### src/rtl/mapache64.sv
// Shared definitions for the mapache64 controller path: button bit positions,
// the reader state type and the default link timing.
package mapache64;

    typedef logic [7:0] data_t;

    // Position of each button in a pressed mask; the first serial bit is A.
    localparam int ControllerButtonA      = 7;
    localparam int ControllerButtonB      = 6;
    localparam int ControllerButtonSelect = 5;
    localparam int ControllerButtonStart  = 4;
    localparam int ControllerButtonUp     = 3;
    localparam int ControllerButtonDown   = 2;
    localparam int ControllerButtonLeft   = 1;
    localparam int ControllerButtonRight  = 0;

    // Default link timing in clk_1 cycles.
    localparam int NesLatchCycles = 2;
    localparam int NesClkDiv      = 1;

    typedef enum logic [2:0] {
        IDLE,
        LATCH,
        LOW,
        HIGH,
        DONE
    } nes_reader_state_t;

endpackage

### src/rtl/nes_shift_in.sv
// Per-pad serial capture: shifts in one active-low bit per enable, storing it
// as active-high so a fully shifted register is the pressed mask.
module nes_shift_in (
    input  logic       clk_i,
    input  logic       rst_n_i,
    input  logic       shift_en_i,
    input  logic       data_in_b_i,
    output logic [7:0] data_o
);

    logic [7:0] shift_q;
    logic [7:0] shift_d;

    // Older bits move toward the MSB, so the first bit taken ends in bit 7.
    always_comb begin
        shift_d = shift_q;
        if (shift_en_i) begin
            shift_d = {shift_q[6:0], ~data_in_b_i};
        end
    end

    // Hold the captured bits, cleared by reset.
    always_ff @(posedge clk_i) begin
        if (!rst_n_i) begin
            shift_q <= '0;
        end else begin
            shift_q <= shift_d;
        end
    end

    assign data_o = shift_q;

endmodule

### src/rtl/nes_controller_reader.sv
// Host-side NES controller reader: strobes the latch, generates the shift
// clock and captures both pads in parallel, publishing the pressed masks
// together with a one-cycle valid pulse at the end of each read.
module nes_controller_reader
    import mapache64::*;
#(
    parameter int LATCH_CYCLES = NesLatchCycles,
    parameter int CLK_DIV      = NesClkDiv
) (
    input  logic  clk_1,
    input  logic  rst_n,
    input  logic  start,
    input  logic  controller_1_data_in_B,
    input  logic  controller_2_data_in_B,
    output logic  controller_latch,
    output logic  controller_clk_out,
    output data_t controller_1_buttons_out,
    output data_t controller_2_buttons_out,
    output logic  buttons_valid,
    output logic  busy
);

    localparam int CntMax = (LATCH_CYCLES > CLK_DIV) ? LATCH_CYCLES : CLK_DIV;
    localparam int CntW   = (CntMax > 1) ? $clog2(CntMax) : 1;
    localparam logic [CntW-1:0] LatchLast = CntW'(LATCH_CYCLES - 1);
    localparam logic [CntW-1:0] HalfLast  = CntW'(CLK_DIV - 1);

    nes_reader_state_t state_q, state_d;
    logic [CntW-1:0]   cnt_q, cnt_d;
    logic [2:0]        bit_cnt_q, bit_cnt_d;
    logic              latch_q, latch_d;
    logic              clk_out_q, clk_out_d;
    data_t             btn1_q, btn1_d;
    data_t             btn2_q, btn2_d;
    logic              valid_q, valid_d;
    logic              busy_q, busy_d;
    logic              shift_en;
    data_t             shift1;
    data_t             shift2;

    nes_shift_in u_shift_1 (
        .clk_i       (clk_1),
        .rst_n_i     (rst_n),
        .shift_en_i  (shift_en),
        .data_in_b_i (controller_1_data_in_B),
        .data_o      (shift1)
    );

    nes_shift_in u_shift_2 (
        .clk_i       (clk_1),
        .rst_n_i     (rst_n),
        .shift_en_i  (shift_en),
        .data_in_b_i (controller_2_data_in_B),
        .data_o      (shift2)
    );

    // Next-state and next-output logic; pins are sampled on the last LOW cycle.
    always_comb begin
        state_d   = state_q;
        cnt_d     = cnt_q;
        bit_cnt_d = bit_cnt_q;
        latch_d   = latch_q;
        clk_out_d = clk_out_q;
        btn1_d    = btn1_q;
        btn2_d    = btn2_q;
        valid_d   = 1'b0;
        busy_d    = busy_q;
        shift_en  = 1'b0;
        case (state_q)
            IDLE: begin
                if (start) begin
                    state_d   = LATCH;
                    latch_d   = 1'b1;
                    busy_d    = 1'b1;
                    cnt_d     = '0;
                    bit_cnt_d = '0;
                end
            end
            LATCH: begin
                if (cnt_q == LatchLast) begin
                    state_d = LOW;
                    latch_d = 1'b0;
                    cnt_d   = '0;
                end else begin
                    cnt_d = cnt_q + 1'b1;
                end
            end
            LOW: begin
                if (cnt_q == HalfLast) begin
                    shift_en = 1'b1;
                    cnt_d    = '0;
                    if (bit_cnt_q == 3'd7) begin
                        state_d = DONE;
                    end else begin
                        bit_cnt_d = bit_cnt_q + 3'd1;
                        state_d   = HIGH;
                        clk_out_d = 1'b1;
                    end
                end else begin
                    cnt_d = cnt_q + 1'b1;
                end
            end
            HIGH: begin
                if (cnt_q == HalfLast) begin
                    state_d   = LOW;
                    clk_out_d = 1'b0;
                    cnt_d     = '0;
                end else begin
                    cnt_d = cnt_q + 1'b1;
                end
            end
            DONE: begin
                btn1_d  = shift1;
                btn2_d  = shift2;
                valid_d = 1'b1;
                busy_d  = 1'b0;
                state_d = IDLE;
            end
            default: begin
                state_d = IDLE;
            end
        endcase
    end

    // Register the FSM state, counters and every output; reset wins at any point.
    always_ff @(posedge clk_1) begin
        if (!rst_n) begin
            state_q   <= IDLE;
            cnt_q     <= '0;
            bit_cnt_q <= '0;
            latch_q   <= 1'b0;
            clk_out_q <= 1'b0;
            btn1_q    <= '0;
            btn2_q    <= '0;
            valid_q   <= 1'b0;
            busy_q    <= 1'b0;
        end else begin
            state_q   <= state_d;
            cnt_q     <= cnt_d;
            bit_cnt_q <= bit_cnt_d;
            latch_q   <= latch_d;
            clk_out_q <= clk_out_d;
            btn1_q    <= btn1_d;
            btn2_q    <= btn2_d;
            valid_q   <= valid_d;
            busy_q    <= busy_d;
        end
    end

    assign controller_latch         = latch_q;
    assign controller_clk_out       = clk_out_q;
    assign controller_1_buttons_out = btn1_q;
    assign controller_2_buttons_out = btn2_q;
    assign buttons_valid            = valid_q;
    assign busy                     = busy_q;

endmodule

### config.mk
export PLATFORM = sky130hd
export DESIGN_NAME = nes_controller_reader
export DESIGN_NICKNAME = d
export VERILOG_FILES = /design/src/rtl/mapache64.sv /design/src/rtl/nes_shift_in.sv /design/src/rtl/nes_controller_reader.sv
export SDC_FILE = /design/constraint.sdc
export NUM_CORES = 1
export LEC_CHECK = 0
export ABC_CLOCK_PERIOD_IN_PS = 2100
export CELL_PAD_IN_SITES_DETAIL_PLACEMENT = 0
export CELL_PAD_IN_SITES_GLOBAL_PLACEMENT = 1
export CORE_ASPECT_RATIO = 1.75
export CORE_UTILIZATION = 40
export DETAILED_ROUTE_END_ITERATION = 10
export PLACE_DENSITY = 0.85
export SLEW_MARGIN = 15
export SYNTH_ARGS = -nofsm -noshare
export SYNTH_HDL_FRONTEND = slang
export SYNTH_SLANG_ARGS = --single-unit
### constraint.sdc
create_clock -name clk_1 -period 2.1 [get_ports clk_1]
set_clock_uncertainty 0.2 [all_clocks]
set_input_delay 0.21 -clock clk_1 [delete_from_list [all_inputs] [get_ports clk_1]]
set_output_delay 0.21 -clock clk_1 [all_outputs]
set_load 0.05 [all_outputs]
==> flow_metrics.py, run 1 <==
metrics = {
    "logic_synthesis": {
        "synth_compound_area_share_pct": 21.5,
        "synthArstFlopShare_pct": 0,
        "synth_top_family_by_area": "compound AO/OA/AOI/OAI gates",
        "yosys.area_share.simple_pct": 16.8,
        "yosysTopAreaCell": "dfxtp_1",
        "netlist_top_cells_area": "dfxtp_1 53%, a22o_1 9.2%, nand3_1 4.6%",
        "synth.avg_cell_area_um2": 10.2,
        "synth_cell_types": 30,
        "ys_ff_latch": 43,
        "yosysSeqAreaShare_pct": 52.9,
        "synth_fa_ha_area_share_pct": 1.54,
        "syn_area_mm2": 0.00163,
        "synthesis.nets": 167,
        "synth_cells": 160,
        "muxShareOfSynthArea_pct": 0,
        "synth_top_area_share_pct": 52.9,
        "synth-xor-area-share_pct": 0,
        "yosysWarnings": 0,
        "synth_edf_count": 0,
        "synth_ff_type": "dfxtp_1",
    },
    "setup_path": {
        "critPathLaunchType": "flop",
        "cpMaxStageDelayCell": "clkdlybuf4s50_1",
        "crit_end": "controller_latch",
        "cpPeakStageDelay_ns": 0.82,
        "crit_fanout": 3,
        "r2r_slack_ns": 0.46,
        "cp_data_required_time_ns": 1.69,
        "path_buf_inv": 1,
        "startpoint": "controller_latch$_SDFFE_PN0P_",
        "path_delay_family": "buffers and inverters",
        "crit_arrival_ns": 1.49,
        "crit_cells": 1,
        "r2r_cells": 5,
        "critical_path.reg2reg.startpoint": "bit_cnt_q[0]$_SDFFE_PN0P_",
        "critPathCaptureType": "output pin",
        "path_cells": "clkdlybuf4s50_1",
        "crit_type": "reg2out",
        "r2r-end": "bit_cnt_q[2]$_SDFFE_PN0P_",
    },
    "clock_tree": {
        "cts_setup_buffers": 0,
        "numCtsBuffers": 5,
        "cts_resized": 0,
        "cts_buffer_depth": 2,
        "clkLatencyLatePin_ns": 0.29,
        "clk_pin_slew_ns": 0.07,
        "cts_tree": "done",
        "hold_buffers": 0,
        "cts.sinks": 43,
        "h-tree-depth": 2,
        "cts.root.buffer_cell": "clkbuf_8",
    },
    "routing": {
        "drt_iter0_markers": 21,
        "ant_nets": 0,
        "drt_wl_total_um": 2880,
        "vias": 1195,
        "first_pass_iters": 4,
        "wl_per_cell_um": 12.4,
        "drc": 0,
        "vias_per_cell": 5.15,
    },
    "sta": {
        "worst_slew_pin_slew_ns": 0.498,
        "relSlewSlack_pct": 66.7,
        "setup_viol": 0,
        "tns_ns": 0,
        "slew_violations": 0,
        "period_needed_ns": 1.90,
        "finalHoldViolCount": 0,
        "max_freq_mhz": 526,
        "fin_crit_sh_pct": 90.5,
        "holdWs_ns": 0.259,
        "rsz0062_at_grt": "false",
    },
    "layout": {
        "antenna_cells": 0,
        "num-nets-final": 190,
        "drive_gt1_share_pct": 8.70,
        "fin_area_mm2": 0.00194,
        "area_growth_pct": 19.5,
    },
    "placed_design": {
        "dp.final_hpwl_um": 2030,
        "io_buffers": 24,
        "post_dp_cell_area_mm2": 0.00186,
        "gp_congestion": 0.699,
    },
    "floorplan": {
        "boundaryPins": 25,
        "die_w_um": 50.2,
        "initial_core_util_pct": 42.1,
        "die-area_mm2": 0.00434,
        "die_y_um": 86.4,
        "coreArea_mm2": 0.00387,
        "rows": 30,
    },
    "grt": {
        "grt_overflow": 0,
        "track_usage_pct": 15.2,
        "grt_pass1_wl_um": 4990,
        "first_global_vias": 1148,
        "grt_max_degree": 18,
        "antenna_found_initial": 0,
    },
    "flow_run": {
        "cap_violations": 0,
    },
    "power_and_ir_drop": {
        "p_leak_nw": 0.697,
        "power.density_mw_per_mm2": 738,
        "ir_worst_vdd_uv": 455,
    },
    "min_path": {
        "hp-class": "reg2reg",
    },
    "outcome": {
        "run_status": "complete, no violations",
    },
}
## cells by family after synthesis
| family | after synthesis |
|---|---|
| AND/OR/NAND/NOR | 49 |
| adder cells (fa/ha/maj) | 2 |
| AO/OA/AOI/OAI | 49 |
| buffers and inverters | 17 |
| flip-flops | 43 |
## worst min-delay path by stage
stage,startpoint,end,slack (ns),cells past startpoint
floorplan,controller_1_data_in_B,u_shift_1.data_o[0]$_SDFFE_PN0P_,0.11,1
global placement,u_shift_2.data_o[7]$_SDFFE_PN0P_,u_shift_2.data_o[7]$_SDFFE_PN0P_,0.25,2
detailed placement,u_shift_2.data_o[7]$_SDFFE_PN0P_,u_shift_2.data_o[7]$_SDFFE_PN0P_,0.25,2
CTS,u_shift_2.data_o[7]$_SDFFE_PN0P_,u_shift_2.data_o[7]$_SDFFE_PN0P_,0.26,2
global route,u_shift_2.data_o[3]$_SDFFE_PN0P_,u_shift_2.data_o[3]$_SDFFE_PN0P_,0.28,2
finish,u_shift_2.data_o[7]$_SDFFE_PN0P_,u_shift_2.data_o[7]$_SDFFE_PN0P_,0.26,2
## placed cells by master (no fill, tap or decap), types with 3 or more instances in the layout
cell type,synthesis,final
a211oi_1,4,4
a21oi_1,4,4
a22o_1,17,17
buf_4,4,5
clkbuf_8,0,5
clkdlybuf4s50_1,0,24
dfxtp_1,43,43
inv_1,4,4
nand2_1,15,15
nand3_1,15,15
nor2_1,6,6
o21ai_0,14,14
o21ai_1,3,3
## registers in the layout, indices dropped and copies added, names as in the netlist
name / cells
bit_cnt_q: 3
controller_clk_out: 1
controller_1_buttons_out: 8
buttons_valid: 1
state_q: 3
controller_2_buttons_out: 8
controller_latch: 1
u_shift_1.data_o: 8
cnt_q: 1
u_shift_2.data_o: 8
busy: 1
## metal layers
layer / track usage (%) / share of wire, % / up-vias
met5: 0 / 0 / -
li1: - / - / 622
met3: 4.21 / 4.4 / 8
met1: 17.1 / 43 / 535
met2: 24.7 / 50 / 30
met4: 9.35 / 2.6 / 0
## report_power, final
part           internal, mW  total (mW)  switching (mW)  leakage, nW
clock network         0.233       0.485           0.252       0.0422
logic                0.0387       0.102          0.0637        0.307
registers             0.826       0.846          0.0195        0.347
total                  1.10        1.43           0.335        0.697
## cells in the mapped netlist (all sizes together), types with 2 or more instances
master	number
dfxtp	43
a22o	17
o21ai	17
nand2	15
nand3	15
buf	10
nor2	7
a21oi	5
a211oi	4
inv	4
and3	3
clkbuf	3
nor3b	3
a31oi	2
a32o	2
ha	2
nor2b	2
## final cells by class
| cell class | instances | area (µm²) |
|---|---|---|
| inverters | 4 | 15.0 |
| clock buffers | 7 | 76.3 |
| clock inverters | 1 | 5.00 |
| fillers | 355 | 1920 |
| repair buffers | 29 | 278 |
| flip-flops and latches | 43 | 861 |
| multi-input cells | 100 | 648 |
| well taps | 48 | 60.1 |
## metrics by stage
step / power [mW] / cells / utilization [%] / setup WS (ns)
3_5_place_dp: 0.967 / 224 / 48.2 / 0.219
2_1_floorplan: 0.938 / 160 / - / 0.571
6_report: 1.43 / 232 / 50.3 / 0.200
4_1_cts: 1.44 / 232 / 50.3 / 0.201
5_1_grt: 1.49 / 232 / 50.3 / 0.164
3_3_place_gp: 0.965 / 224 / 48.2 / 0.288
Power figures use the tool's default switching activity.
==> inputs of run 2 (changes only) <==
Settings changed: REMOVE_ABC_BUFFERS set to 1.
==> flow_metrics.py, run 2 (synthesized netlist as in run 1, its figures left out) <==
metrics = {
    "layout": {
        "fin_area_mm2": 0.00195,
        "antenna_cells": 0,
        "stdcell_count": 229,
        "final_common_cell": "dfxtp_1",
        "drive_gt1_share_pct": 8.29,
        "num-nets-final": 187,
        "final_cell_mix": "43 x dfxtp_1, 24 x clkdlybuf4s50_1, 17 x a22o_1",
        "area_growth_pct": 20.0,
    },
    "grt": {
        "antenna_found_initial": 0,
        "grt_max_degree": 36,
        "grt_overflow": 0,
        "track_usage_pct": 14.8,
        "first_global_vias": 1099,
        "grt_pass1_wl_um": 4920,
    },
    "placed_design": {
        "dp.final_hpwl_um": 1980,
        "post_dp_cell_area_mm2": 0.00184,
        "io_buffers": 24,
        "gp_congestion": 0.764,
        "place_inst": 221,
    },
    "clock_tree": {
        "hold_buffers": 0,
        "clkLatencyLatePin_ns": 0.29,
        "cts_tree": "done",
        "cts_setup_buffers": 0,
        "numCtsBuffers": 5,
        "cts.root.buffer_cell": "clkbuf_8",
        "h-tree-depth": 2,
        "clk_pin_slew_ns": 0.08,
        "cts_resized": 0,
        "cts_buffer_depth": 2,
        "cts.sinks": 43,
    },
    "routing": {
        "drc": 0,
        "ant_nets": 0,
        "wl_per_cell_um": 12.3,
        "drt_iter0_markers": 10,
        "first_pass_iters": 4,
        "vias": 1197,
        "vias_per_cell": 5.23,
        "drt_wl_total_um": 2820,
    },
    "setup_path": {
        "crit_type": "reg2out",
        "cp_data_required_time_ns": 1.69,
        "cpMaxStageDelayCell": "clkdlybuf4s50_1",
        "path_delay_family": "buffers and inverters",
        "cpPeakStageDelay_ns": 0.81,
        "critPathCaptureType": "output pin",
        "path_cells": "clkdlybuf4s50_1",
        "critPathLaunchType": "flop",
        "crit_arrival_ns": 1.46,
        "path_buf_inv": 1,
        "crit_fanout": 3,
    },
    "sta": {
        "setup_viol": 0,
        "worst_slew_pin_slew_ns": 0.498,
        "finalHoldViolCount": 0,
        "slew_violations": 0,
        "max_freq_mhz": 536,
        "rsz0062_at_grt": "false",
        "relSlewSlack_pct": 66.7,
        "fin_crit_sh_pct": 88.9,
        "tns_ns": 0,
        "period_needed_ns": 1.87,
    },
    "power_and_ir_drop": {
        "p_leak_nw": 0.698,
        "ir_worst_vdd_uv": 613,
        "power.density_mw_per_mm2": 802,
    },
    "floorplan": {
        "initial_core_util_pct": 42.1,
        "coreArea_mm2": 0.00387,
        "die_y_um": 86.4,
        "rows": 30,
        "boundaryPins": 25,
        "die-area_mm2": 0.00434,
        "die_w_um": 50.2,
    },
    "min_path": {
        "hp-class": "reg2reg",
    },
    "outcome": {
        "run_status": "complete, no violations",
    },
    "flow_run": {
        "cap_violations": 0,
    },
}
run 2: cell types whose count changed in the layout (fill, tap and decap cells not counted), sizes merged:
cell,delta
buf,-3
clkinv,+1
bufinv,+1
clkbuf,-2
run 2: worst paths after layout:
kind                                          from                               end  slack (ns)  cells after the start
hold / removal    u_shift_1.data_o[7]$_SDFFE_PN0P_  u_shift_1.data_o[7]$_SDFFE_PN0P_        0.27                      2
hold reg to reg   u_shift_1.data_o[7]$_SDFFE_PN0P_  u_shift_1.data_o[7]$_SDFFE_PN0P_        0.27                      2
setup / recovery     controller_latch$_SDFFE_PN0P_                  controller_latch        0.23                      1
setup reg to reg           state_q[1]$_SDFFE_PN0P_  u_shift_1.data_o[0]$_SDFFE_PN0P_        0.34                      4
run 2: power breakdown:
part / switching (mW) / total [mW] / leakage, nW / internal (mW)
clock network: 0.270 / 0.624 / 0.0581 / 0.354
logic: 0.0616 / 0.0974 / 0.292 / 0.0358
registers: 0.0192 / 0.845 / 0.347 / 0.826
run 2: layer usage:
layer	up-vias	GRT usage [%]	routed length, µm
met5	-	0	0
met4	0	7.79	76
met3	8	2.81	104
met2	29	24.0	1350
met1	546	18.1	1290
li1	614	-	-
run 2: through the flow:
stage	total power [mW]	worst slack (ns)	util, %	hold slack [ns]
2_1_floorplan	0.920	0.180	-	0.106
5_1_grt	1.64	0.112	50.5	0.286
4_1_cts	1.59	0.219	50.5	0.269
3_5_place_dp	0.962	0.307	47.6	0.258
6_report	1.57	0.234	50.5	0.266
3_3_place_gp	0.961	0.333	47.6	0.252
run 2: layout make-up:
cell class              instances  area (µm²)
clock buffers                   5        68.8
clock inverters                 3        43.8
fillers                       354        1910
inverters                       4        15.0
multi-input cells             100         648
flip-flops and latches         43         861
well taps                      48        60.1
repair buffers                 26         255
